$ cat config.mk
export PLATFORM = sky130hd
export DESIGN_NAME = ahb_slave_interface
export DESIGN_NICKNAME = d
export VERILOG_FILES = /design/src/rtl/ahb_slave_interface.sv
export SDC_FILE = /design/constraint.sdc
export NUM_CORES = 1
export LEC_CHECK = 0
export ABC_AREA = 1
export CORE_MARGIN = 3
export CORE_UTILIZATION = 46
export CTS_BUF_LIST = sky130_fd_sc_hd__clkbuf_8
export CTS_CLUSTER_SIZE = 16
export DETAILED_ROUTE_END_ITERATION = 7
export PLACE_DENSITY = 0.87
export SLEW_MARGIN = 20
export SYNTH_ARGS = -nofsm -noshare
export SYNTH_HDL_FRONTEND = slang
export SYNTH_SLANG_ARGS = --single-unit
$ cat constraint.sdc
create_clock -name Hclk -period 2 [get_ports Hclk]
set_clock_uncertainty 0.2 [all_clocks]
set_input_delay 0.4 -clock Hclk [delete_from_list [all_inputs] [get_ports Hclk]]
set_output_delay 0.4 -clock Hclk [all_outputs]
set_load 0.01 [all_outputs]
$ cat src/rtl/ahb_slave_interface.sv
// AHB slave front end: address/data pipeline, region decode and burst beat counter.
// Define AHB_SLV_ERR_RESP_EN to compile in the two-cycle ERROR response FSM.
module ahb_slave_interface #(
    parameter logic [31:0] ERR_ADDR_LO = 32'h8000_0000,
    parameter logic [31:0] REGION_SIZE = 32'h0400_0000
) (
    input  logic        Hclk,
    input  logic        Hreset,
    input  logic        Hwrite,
    input  logic        Hreadyin,
    input  logic [1:0]  Htrans,
    input  logic [31:0] Haddr,
    input  logic [31:0] Hwdata,
    output logic [31:0] Haddr1,
    output logic [31:0] Haddr2,
    output logic [31:0] Hwdata1,
    output logic [31:0] Hwdata2,
    output logic        Hwritereg,
    output logic        valid,
    output logic [2:0]  tempselx,
    output logic [3:0]  beat_cnt,
    output logic [1:0]  Hresp,
    output logic        err_stall
);

    localparam logic [1:0] TransNonseq = 2'b10;
    localparam logic [1:0] TransSeq    = 2'b11;

    // Decode arithmetic is widened so LO + 3*SIZE cannot wrap past 2^32.
    localparam logic [33:0] RegionLo  = {2'b00, ERR_ADDR_LO};
    localparam logic [33:0] RegionSz  = {2'b00, REGION_SIZE};
    localparam logic [33:0] RegionSz2 = RegionSz * 34'd2;
    localparam logic [33:0] RegionSpan = RegionSz * 34'd3;

    logic [33:0] addr_ext;
    logic [33:0] offset;
    logic        in_range;
    logic        active;
    logic        accept;

    assign addr_ext = {2'b00, Haddr};
    assign offset   = addr_ext - RegionLo;
    assign in_range = (addr_ext >= RegionLo) && (offset < RegionSpan);
    assign active   = Hreadyin && Htrans[1];

    always_comb begin
        tempselx = 3'b000;
        if (in_range) begin
            if (offset < RegionSz) begin
                tempselx = 3'b001;
            end else if (offset < RegionSz2) begin
                tempselx = 3'b010;
            end else begin
                tempselx = 3'b100;
            end
        end
    end

    assign valid = active && in_range && accept;

    always_ff @(posedge Hclk) begin
        if (Hreset) begin
            Haddr1    <= 32'h0;
            Haddr2    <= 32'h0;
            Hwdata1   <= 32'h0;
            Hwdata2   <= 32'h0;
            Hwritereg <= 1'b0;
        end else if (Hreadyin) begin
            Haddr1    <= Haddr;
            Haddr2    <= Haddr1;
            Hwdata1   <= Hwdata;
            Hwdata2   <= Hwdata1;
            Hwritereg <= Hwrite;
        end
    end

    always_ff @(posedge Hclk) begin
        if (Hreset) begin
            beat_cnt <= 4'h0;
        end else if (active && accept) begin
            if (Htrans == TransNonseq) begin
                beat_cnt <= 4'h1;
            end else if (Htrans == TransSeq && beat_cnt != 4'hf) begin
                beat_cnt <= beat_cnt + 4'h1;
            end
        end
    end

`ifdef AHB_SLV_ERR_RESP_EN
    typedef enum logic [1:0] {StOkay, StErr1, StErr2} state_e;

    state_e state_q, state_d;

    always_ff @(posedge Hclk) begin
        if (Hreset) begin
            state_q <= StOkay;
        end else begin
            state_q <= state_d;
        end
    end

    always_comb begin
        state_d = state_q;
        case (state_q)
            StOkay:  if (active && !in_range) state_d = StErr1;
            StErr1:  state_d = StErr2;
            StErr2:  state_d = StOkay;
            default: state_d = StOkay;
        endcase
    end

    always_comb begin
        Hresp     = 2'b00;
        err_stall = 1'b0;
        case (state_q)
            StErr1: begin
                Hresp     = 2'b01;
                err_stall = 1'b1;
            end
            StErr2:  Hresp = 2'b01;
            default: ;
        endcase
    end

    // Transfers arriving during the error response are dropped.
    assign accept = (state_q == StOkay);
`else
    assign Hresp     = 2'b00;
    assign err_stall = 1'b0;
    assign accept    = 1'b1;
`endif

endmodule

==> summary.txt <==
Pwr
  – PD cells: 847.5 mW/mm^2
  – Worst vdd ir: 0.5602 mV
  – Pleak: 3.422 nW

Timing
  – Fin crit share: 97.84%
  – Final worst slack: 0.04323 ns
  – Fmax: 511.0 MHz
  – Tightest Pin Transition: 0.5045 ns
  – Hold Fails Final Rpt: 0
  – Min cycle time layout: 1.957 ns
  – Rel. slew slack: 66.37%
  – Final Slew Violations: 0
  – Final setup viols: 0

Die
  – Die X-Extent: 107.4 um
  – Io pins: 210
  – Initial Util: 47.91%
  – Std-Cell Rows: 36
  – Die H: 107.4 um
  – Die area: 0.01153 mm^2
  – Core area: 0.009864 mm^2

Finish
  – Ant. Diodes: 0
  – Layout Nets: 881
  – Layout cell share with drive strength beyond 1: 7.655%
  – Multi-input logic area: 0.001807 mm^2
  – Register area: 0.002663 mm^2
  – Area Overhead vs Synth: 55.52%
  – Fillers: 732
  – Final Non-Filler Cells: 956

Critical path
  – CP delay by family, top: buffers and inverters
  – WP data arrival: 1.36 ns
  – Setup crit end kind: output pin
  – Startpoint types: input port
  – Crit Path Class: input port to output pin
  – Crit-path slowest cell: clkdlybuf4s50_1
  – Critical Path RT: 1.40 ns
  – Crit-path cells: clkdlybuf4s50_1, nand2_2, nand3_2, nor2_1, buf_2
  – Buffers & Inverters on Critical Path: 2
  – Crit path max fanout: 2
  – Max stage delay on crit path: 0.45 ns

Logic synthesis
  – #FFs+latches synth: 133
  – Post-synthesis area per instance: 7.709 um^2
  – Synth top area share: 56.34%
  – Post-synth EDFFs: 0
  – Warnings from Yosys: 0
  – Most common cell in the netlist: nor2_1
  – Commonest cells in the netlist: nor2_1, dfxtp_1, o21ai_0
  – Synth Cell Area: 0.004726 mm^2
  – Cells after synthesis: 613
  – Sequential area share after synthesis: 56.34%
  – Ys flop type: dfxtp_1
  – Synth async-reset ratio: 0%
  – Top post-synthesis cells by area: dfxtp_1, nor2_1, o21ai_0, clkbuf_1, nand2_1
  – Post-synth cell types: 18
  – Most area-hungry cell type in the Yosys netlist: dfxtp_1

Placement
  – DP Cell Count: 923
  – Post-Place Worst Slack: -0.5376 ns
  – PortBufs: 206
  – Gpl congestion: 0.7961
  – DP Wirelength: 9801 um

Detailed routing
  – Routed Wire Length: 14150 um
  – Drt first pass iters: 4
  – Routed vias/inst: 4.949
  – Final routed DRC violation total: 0
  – Post-DR wirelength/cell: 14.80 um
  – Final ANT Viol Nets: 0
  – Via count: 4731
  – Initial DRC Count: 326

Clock network
  – Root Buffer: clkbuf_8
  – Clk slew on worst S/H paths: 0.08 ns
  – Sink Count: 133
  – Htree depth: 4
  – Clk buf depth: 2
  – CTS tree: done
  – CTS buffer count: 17
  – Worst skew pair latency: 0.42 ns

Global route
  – Initial antenna violation count: 0
  – Total track usage: 24.30%
  – Total grt overflow: 0
  – Vias in the first global route: 4543
  – Largest net degree at the start of global routing: 85
  – First-pass GRT wire length: 22260 um

Outcome
  – Status: completed

Min path
  – Min-Delay Path Class: input port to flop

Run
  – Number of max-cap violations: 0
[state kept, by name, indices dropped and copies added (netlist names)]
name / flops
Haddr1: 32
Haddr2: 32
Hwdata1: 32
Hwdata2: 32
Hwritereg: 1
beat_cnt: 4
[through the flow]
stage | power (mW) | hold slack [ns] | instance area (um^2) | util (%) | setup TNS [ns]
final | 6.229 | 0.2076 | 7350 | 74.51 | 0
after global routing | 6.515 | 0.1676 | 7350 | 74.51 | -0.009138
after CTS | 6.301 | 0.1565 | 7274 | 73.74 | 0
after detailed placement | 3.982 | 0.2828 | 6869 | 69.63 | -2.081
after global placement | 3.949 | 0.2770 | 6869 | 69.63 | -1.885
after floorplan | 3.381 | 0.2715 | 4733 | - | 0
[layout by cell type (no fill, tap or decap)]
cell type	synthesis	final
inv_4	1	1
bufinv_16	0	3
nor2_2	0	2
buf_2	10	4
nand3_1	4	2
nor2_4	0	1
dlygate4sd2_1	0	11
inv_2	1	4
clkdlybuf4s50_1	0	164
dlymetal6s2s_1	0	26
clkinvlp_4	0	3
nand4_1	1	1
inv_1	11	8
nand2_2	1	2
buf_12	0	4
clkinv_2	0	5
inv_6	0	1
conb_1	1	3
a21oi_1	4	4
clkinv_4	0	1
nor2_1	265	262
o21ai_0	130	130
buf_4	4	11
clkbuf_8	0	19
nand2_1	16	15
dfxtp_1	133	133
nand3_2	0	2
ha_1	1	1
[final timing paths]
path | start | to | slack, ns | cells after the start
max | Haddr[27] | tempselx[2] | 0.04 | 5
min | Haddr[29] | Haddr1[29] | 0.21 | 3
max reg2reg | beat_cnt[0] | beat_cnt[0] | 0.49 | 7
min reg2reg | Hwdata2[29] | Hwdata2[29] | 0.30 | 2
[area by class of cell]
| type | instances | share of cell area, % |
|---|---|---|
| Clock buffer | 19 | 3.558 |
| Clock inverter | 13 | 2.111 |
| Inverter | 13 | 0.6980 |
| Multi-Input combinational cell | 425 | 24.58 |
| Sequential cell | 133 | 36.23 |
| Tap cell | 133 | 2.264 |
| Timing Repair Buffer | 220 | 30.56 |
[metal layers]
| layer | wire, um | share of wire [%] | track usage, % | vias up |
|---|---|---|---|---|
| met5 | 0 | 0 | 0 | - |
| met4 | 191 | 1.4 | 8.115 | 0 |
| met1 | 5463 | 39 | 27.15 | 2179 |
| met3 | 1512 | 11 | 11.16 | 17 |
| met2 | 6980 | 49 | 41.06 | 195 |
| li1 | - | - | - | 2340 |
[worst min-delay path, delay by kind of cell]
family        cells  cell delay [ns]
simple gates      2             0.16
buf+inv           1             0.23
[cells by family after synthesis]
group	count (synthesis)	synth area share, %
and+or+nand+nor	287	23.01
AOI/OAI and AO/OA	134	14.19
DFF	133	56.34
buffers and inverters	57	6.116
adders and majority gates	1	0.2647
other	1	0.07935
[timing repair]
item / CTS / global route
endpoints found under the hold margin: 0 / 0
hold buffers: 0 / 0
pin swaps: 6 / 0
gates resized for setup: 34 / 28
setup endpoints to repair: 11 / 28
setup buffers: 0 / 1
[report_power, final]
part           internal (mW)  switching, mW  total [mW]
Combinational          0.520          0.454       0.974
Sequential              2.83          0.111        2.94
Clock                   1.29           1.02        2.32
Total                   4.64           1.59        6.23
(Power assumes the default switching activity.)
